===== config.mk =====
export PLATFORM = sky130hd
export DESIGN_NAME = uart_rx_os16
export DESIGN_NICKNAME = d
export VERILOG_FILES = /design/src/rtl/uart_rx_os16.sv
export SDC_FILE = /design/constraint.sdc
export NUM_CORES = 1
export LEC_CHECK = 0
export ABC_AREA = 1
export CORE_ASPECT_RATIO = 0.75
export CORE_UTILIZATION = 50
export DETAILED_ROUTE_END_ITERATION = 8
export GPL_ROUTABILITY_DRIVEN = 0
export PLACE_DENSITY = 0.74
export SLEW_MARGIN = 20
export SYNTH_ARGS = -nofsm -noshare
export SYNTH_HDL_FRONTEND = slang
export SYNTH_SLANG_ARGS = --single-unit

===== constraint.sdc =====
create_clock -name I_clk -period 1.68 [get_ports I_clk]
set_clock_uncertainty 0.2 [all_clocks]
set_input_delay 0.168 -clock I_clk [delete_from_list [all_inputs] [get_ports I_clk]]
set_output_delay 0.168 -clock I_clk [all_outputs]
set_load 0.05 [all_outputs]

===== src/rtl/uart_rx_os16.sv =====
// uart_rx_os16: standalone UART receiver, 16x oversampled, 2-of-3 majority
// vote per bit, false-start rejection, hold register with valid/ack handshake.
// Optional feature macro: UART_RX_PARITY_EN (8 data + parity + stop when
// defined, 8N1 otherwise).
module uart_rx_os16 #(
  parameter int P_CLK_FREQ   = 50000000,
  parameter int P_BAUD       = 115200,
  parameter int P_PARITY_ODD = 0
) (
  input  logic       I_clk,
  input  logic       I_rst_n,
  input  logic       I_rs232_rxd,
  input  logic       I_rd_ack,
  output logic [7:0] O_para_data,
  output logic       O_rx_valid,
  output logic       O_rx_done,
  output logic       O_frame_err,
  output logic       O_parity_err,
  output logic       O_overrun,
  output logic       O_busy
);

  localparam int DIV = P_CLK_FREQ / (P_BAUD * 16);
  localparam int DW  = (DIV > 1) ? $clog2(DIV) : 1;
  localparam logic [DW-1:0] DIV_LAST = DW'(DIV - 1);

  typedef enum logic [2:0] {
    S_IDLE,
    S_START,
    S_DATA,
`ifdef UART_RX_PARITY_EN
    S_PARITY,
`endif
    S_STOP
  } state_t;

  state_t        state_q, state_d;
  logic          rxd_s1, rxd_s2, rxd_d, fall;
  logic [DW-1:0] div_cnt;
  logic          tick;
  logic [3:0]    os_cnt, os_nxt;
  logic [1:0]    smp;
  logic          bit_val, decide;
  logic [2:0]    bit_idx;
  logic [7:0]    shreg;
  logic          shift_en, stop_dec;
  logic          par_bad, good, load, ovr_set, ferr_c;
`ifdef UART_RX_PARITY_EN
  logic          par_dec, perr_c;
`endif

  // Two-flop synchronizer plus a delayed copy for falling-edge detection;
  // all held at the idle level in reset so no false edge on release.
  always_ff @(posedge I_clk or negedge I_rst_n) begin
    if (!I_rst_n) begin
      rxd_s1 <= 1'b1;
      rxd_s2 <= 1'b1;
      rxd_d  <= 1'b1;
    end else begin
      rxd_s1 <= I_rs232_rxd;
      rxd_s2 <= rxd_s1;
      rxd_d  <= rxd_s2;
    end
  end

  assign fall   = rxd_d & ~rxd_s2;
  assign tick   = (state_q != S_IDLE) && (div_cnt == DIV_LAST);
  assign os_nxt = os_cnt + 4'd1;
  assign decide = tick && (os_nxt == 4'd9);
  // Third sample is the live synchronized line at the deciding tick.
  assign bit_val = (smp[0] & smp[1]) | (smp[0] & rxd_s2) | (smp[1] & rxd_s2);
  assign O_busy  = (state_q != S_IDLE);

  // Baud divider: parked at zero in IDLE, so it starts phase-aligned to the
  // detected start edge.
  always_ff @(posedge I_clk or negedge I_rst_n) begin
    if (!I_rst_n)                        div_cnt <= '0;
    else if (state_q == S_IDLE || tick) div_cnt <= '0;
    else                                 div_cnt <= div_cnt + DW'(1);
  end

  // Oversample phase, majority samples, bit index and data shifter.
  always_ff @(posedge I_clk or negedge I_rst_n) begin
    if (!I_rst_n) begin
      os_cnt  <= '0;
      smp     <= 2'b11;
      bit_idx <= '0;
      shreg   <= '0;
    end else if (state_q == S_IDLE) begin
      os_cnt  <= '0;
      bit_idx <= '0;
    end else begin
      if (tick) os_cnt <= os_nxt;
      if (tick && os_nxt == 4'd7) smp[0] <= rxd_s2;
      if (tick && os_nxt == 4'd8) smp[1] <= rxd_s2;
      if (shift_en) begin
        shreg   <= {bit_val, shreg[7:1]};
        bit_idx <= bit_idx + 3'd1;
      end
    end
  end

  // State register.
  always_ff @(posedge I_clk or negedge I_rst_n) begin
    if (!I_rst_n) state_q <= S_IDLE;
    else          state_q <= state_d;
  end

  // Next state and per-decision strobes; STOP leaves at its mid-bit
  // decision so the next start edge can be caught right away.
  always_comb begin
    state_d  = state_q;
    shift_en = 1'b0;
    stop_dec = 1'b0;
`ifdef UART_RX_PARITY_EN
    par_dec  = 1'b0;
`endif
    case (state_q)
      S_IDLE:  if (fall) state_d = S_START;
      S_START: if (decide) state_d = bit_val ? S_IDLE : S_DATA;
      S_DATA: begin
        if (decide) begin
          shift_en = 1'b1;
`ifdef UART_RX_PARITY_EN
          if (bit_idx == 3'd7) state_d = S_PARITY;
`else
          if (bit_idx == 3'd7) state_d = S_STOP;
`endif
        end
      end
`ifdef UART_RX_PARITY_EN
      S_PARITY: begin
        if (decide) begin
          par_dec = 1'b1;
          state_d = S_STOP;
        end
      end
`endif
      S_STOP: begin
        if (decide) begin
          stop_dec = 1'b1;
          state_d  = S_IDLE;
        end
      end
      default: state_d = S_IDLE;
    endcase
  end

  // Stop-decision outcome: frame error beats parity error beats delivery.
  assign ferr_c  = stop_dec & ~bit_val;
  assign good    = stop_dec & bit_val & ~par_bad;
  assign load    = good & (~O_rx_valid | I_rd_ack);
  assign ovr_set = good & ~load;

`ifdef UART_RX_PARITY_EN
  localparam logic PAR_ODD = (P_PARITY_ODD != 0);
  assign perr_c = stop_dec & bit_val & par_bad;

  // Parity verdict latched at the parity decision, consumed at stop.
  always_ff @(posedge I_clk or negedge I_rst_n) begin
    if (!I_rst_n)               par_bad <= 1'b0;
    else if (state_q == S_IDLE) par_bad <= 1'b0;
    else if (par_dec)           par_bad <= (^shreg) ^ bit_val ^ PAR_ODD;
  end

  // Parity error pulse.
  always_ff @(posedge I_clk or negedge I_rst_n) begin
    if (!I_rst_n) O_parity_err <= 1'b0;
    else          O_parity_err <= perr_c;
  end
`else
  logic unused_par_cfg;
  assign unused_par_cfg = (P_PARITY_ODD != 0);
  assign par_bad        = 1'b0;
  assign O_parity_err   = 1'b0;
`endif

  // Hold register, handshake levels and result pulses.
  always_ff @(posedge I_clk or negedge I_rst_n) begin
    if (!I_rst_n) begin
      O_para_data <= 8'h00;
      O_rx_valid  <= 1'b0;
      O_rx_done   <= 1'b0;
      O_frame_err <= 1'b0;
      O_overrun   <= 1'b0;
    end else begin
      O_rx_done   <= load;
      O_frame_err <= ferr_c;
      if (load) O_para_data <= shreg;
      if (load)          O_rx_valid <= 1'b1;
      else if (I_rd_ack) O_rx_valid <= 1'b0;
      if (I_rd_ack)     O_overrun <= 1'b0;
      else if (ovr_set) O_overrun <= 1'b1;
    end
  end

endmodule


==> flow_summary.ini <==
[clock_network]
cts_buffers = 5
cts_tree = done
cts_max_path_buffers = 2
htreeDepth = 2
path_clk_slew_ns = 0.07
ctsRootBufferMaster = clkbuf_8
cts_sinks = 39
clk_latency_ns = 0.30

[layout]
postLayoutCoreUtil = 0.717
drive_above_1_share = 0.368
antenna_cells = 0
area_growth_pct = 32.4
nNetsFinal = 250
fillers = 237
final_area_um2 = 2420
layout_commonest_cell = nand2_1
final_cell_mix = nand2_1 (50), dfrtp_1 (33), buf_4 (28)

[drt]
drt-total-wl_um = 4430
vias_per_cell = 5.44
drc = 0
dr.pass1.iters = 5
wire_per_inst_um = 15.9
num_vias = 1518
drt_iter0_markers = 112
ant_nets = 0

[global_route]
grt_util_all_layers = 0.243
grt_max_degree = 40
first_global_vias = 1412
grt_pass1_wl_um = 6760
grt.overflow.total = 0
antenna_found_initial = 0

[die]
die_w_um = 71.8
rows = 18
ioPinCount = 18
core_area_um2 = 3380
die_h_um = 54.4
die-area_um2 = 3900
initial_core_util = 0.541

[synth]
avgSynthCellArea_um2 = 9.47
synth.yosys.seq_area_share = 0.537
ys_warn_count = 0
ys_ff_latch = 39
syn_inst = 193
syn-num-nets = 205
syn_area_um2 = 1830
synth.distinct_cells = 29

[sta]
min_period_over_period = 1.10
final-hold-violation-count = 0
worst_slack_ns = -0.168
fin_tns_setup_ns = -2.91
rsz0062_at_grt = true
drv_slew = 0
finalSetupViolations = 25
clock.fmax_mhz = 541
period_minus_slack_ns = 1.85

[worst_setup_path]
rrSetupSlack_ns = -0.17
r2r.worst_path.cells = 10
crit_end = O_para_data[3]
end_kind = flop
regToRegStartpoint = os_cnt[0]
required_ns = 1.67
worstPathArrival_ns = 1.83
cp_max_fo = 5
crit_start = os_cnt[0]
worstSetupPathType = reg2reg
r2r-end = O_para_data[3]
cp-start-kind = flop

[hold_path]
min_path_type = in2reg

[pwr]
powerDensity_nw_per_um2 = 1010
finalPower_mw = 2.44
p_leak_nw = 1.25
irDropWorstVdd_v = 0.000816

[placed_design]
port_buffers = 16
dp_hpwl_um = 2500
place_area_um2 = 2080

[outcome]
status = complete, but fails checks
violations = setup timing

[flow_run]
maxCapViolations = 0
-- area by class of cell --
type / instances / area, um2 / share of cell area
Clock inverter: 1 / 5.00 / 0.00207
Multi-Input combinational cell: 130 / 872 / 0.360
Clock buffer: 7 / 76.3 / 0.0315
Sequential cell: 39 / 983 / 0.406
Tap cell: 40 / 50.0 / 0.0207
Timing Repair Buffer: 38 / 339 / 0.140
Inverter: 24 / 95.1 / 0.0393
-- timing repair --
| item | CTS | global route |
|---|---|---|
| hold buffers | 1 | 0 |
| resized for setup | 17 | 19 |
| buffers inserted | 6 | 5 |
| pin swaps | 12 | 9 |
| endpoints found under the hold margin | 39 | 0 |
| endpoints found under the setup margin | 26 | 28 |
| cloned | 3 | 0 |
-- cells by family after synthesis --
logic type,share of synthesized area
AO/OA/AOI/OAI,0.0418
other,0.00205
XOR/XNOR,0.0144
AND/OR/NAND/NOR,0.283
flip-flops,0.537
adder cells (fa/ha/maj),0.0602
buffers and inverters,0.0616
-- worst min-delay path by stage --
stage	end	depth (start not counted)	startpoint	slack, ns
floorplan	O_frame_err	0	I_rst_n	-0.33
global placement	O_rx_done	2	I_rst_n	-0.06
detailed placement	state_q[0]	2	I_rst_n	-0.03
CTS	rxd_s1	1	I_rs232_rxd	0.08
global route	rxd_s1	1	I_rs232_rxd	0.12
finish	rxd_s1	1	I_rs232_rxd	0.11
-- stage by stage --
stage / setup slack [ns] / hold WS, ns / cells
after floorplan: -0.0204 / -0.328 / 193
after global placement: -0.0562 / -0.0562 / 256
after global routing: -0.289 / 0.121 / 279
final: -0.168 / 0.107 / 279
after detailed placement: -0.174 / -0.0303 / 256
after CTS: -0.118 / 0.0845 / 274
-- sequential cells by signal, summed over array words and instances (netlist names) --
signal	cells
shreg	8
O_para_data	8
div_cnt	5
rxd_s2	1
rxd_d	1
O_rx_done	1
O_overrun	1
bit_idx	3
os_cnt	4
state_q	2
rxd_s1	1
O_rx_valid	1
smp	2
O_frame_err	1
-- critical path, stage by stage, from the launching register on --
cell and delay [ns]:
dfrtp_1 0.43, buf_6 0.15, inv_4 0.06, ha_4 0.12, inv_2 0.04, nor2_4 0.14, inv_2 0.08, nor2_8 0.20
nand4_4 0.15, nand2_1 0.10, nand2_1 0.06
-- cell usage after synthesis --
cell | n | area, um2
nor3_1 | 1 | 5.00
nand3_1 | 11 | 55.1
dfstp_2 | 5 | 131
o21ai_1 | 2 | 10.0
nor2_2 | 2 | 12.5
maj3_1 | 1 | 10.0
clkbuf_1 | 1 | 3.75
nor2_1 | 10 | 37.5
nor2_8 | 2 | 40.0
nor2_4 | 3 | 33.8
buf_6 | 1 | 11.3
nand2_4 | 1 | 11.3
inv_1 | 20 | 75.1
inv_2 | 3 | 11.3
xor2_1 | 2 | 17.5
nand4_4 | 1 | 21.3
o21ai_0 | 8 | 40.0
clkinv_1 | 1 | 3.75
ha_1 | 8 | 100
nand2_1 | 57 | 214
buf_4 | 1 | 7.51
nor3b_1 | 1 | 7.51
nand2_2 | 2 | 12.5
dfrtp_1 | 34 | 851
conb_1 | 1 | 3.75
nand4_1 | 9 | 56.3
nand3_2 | 1 | 10.0
o21ai_2 | 3 | 26.3
xnor2_1 | 1 | 8.76
-- power breakdown --
group	internal (mW)	switching [mW]
Combinational	0.327	0.406
Sequential	1.01	0.0809
Clock	0.291	0.330
Total	1.62	0.817
-- routing by layer --
layer | up-vias | routed length (um) | part of all wire | global-route usage
li1 | 709 | - | - | -
met1 | 728 | 1800 | 0.41 | 0.291
met2 | 64 | 2170 | 0.49 | 0.412
met3 | 17 | 343 | 0.077 | 0.0681
met4 | 0 | 121 | 0.027 | 0.127
met5 | - | 0 | 0 | 0
(Power assumes the default switching activity.)
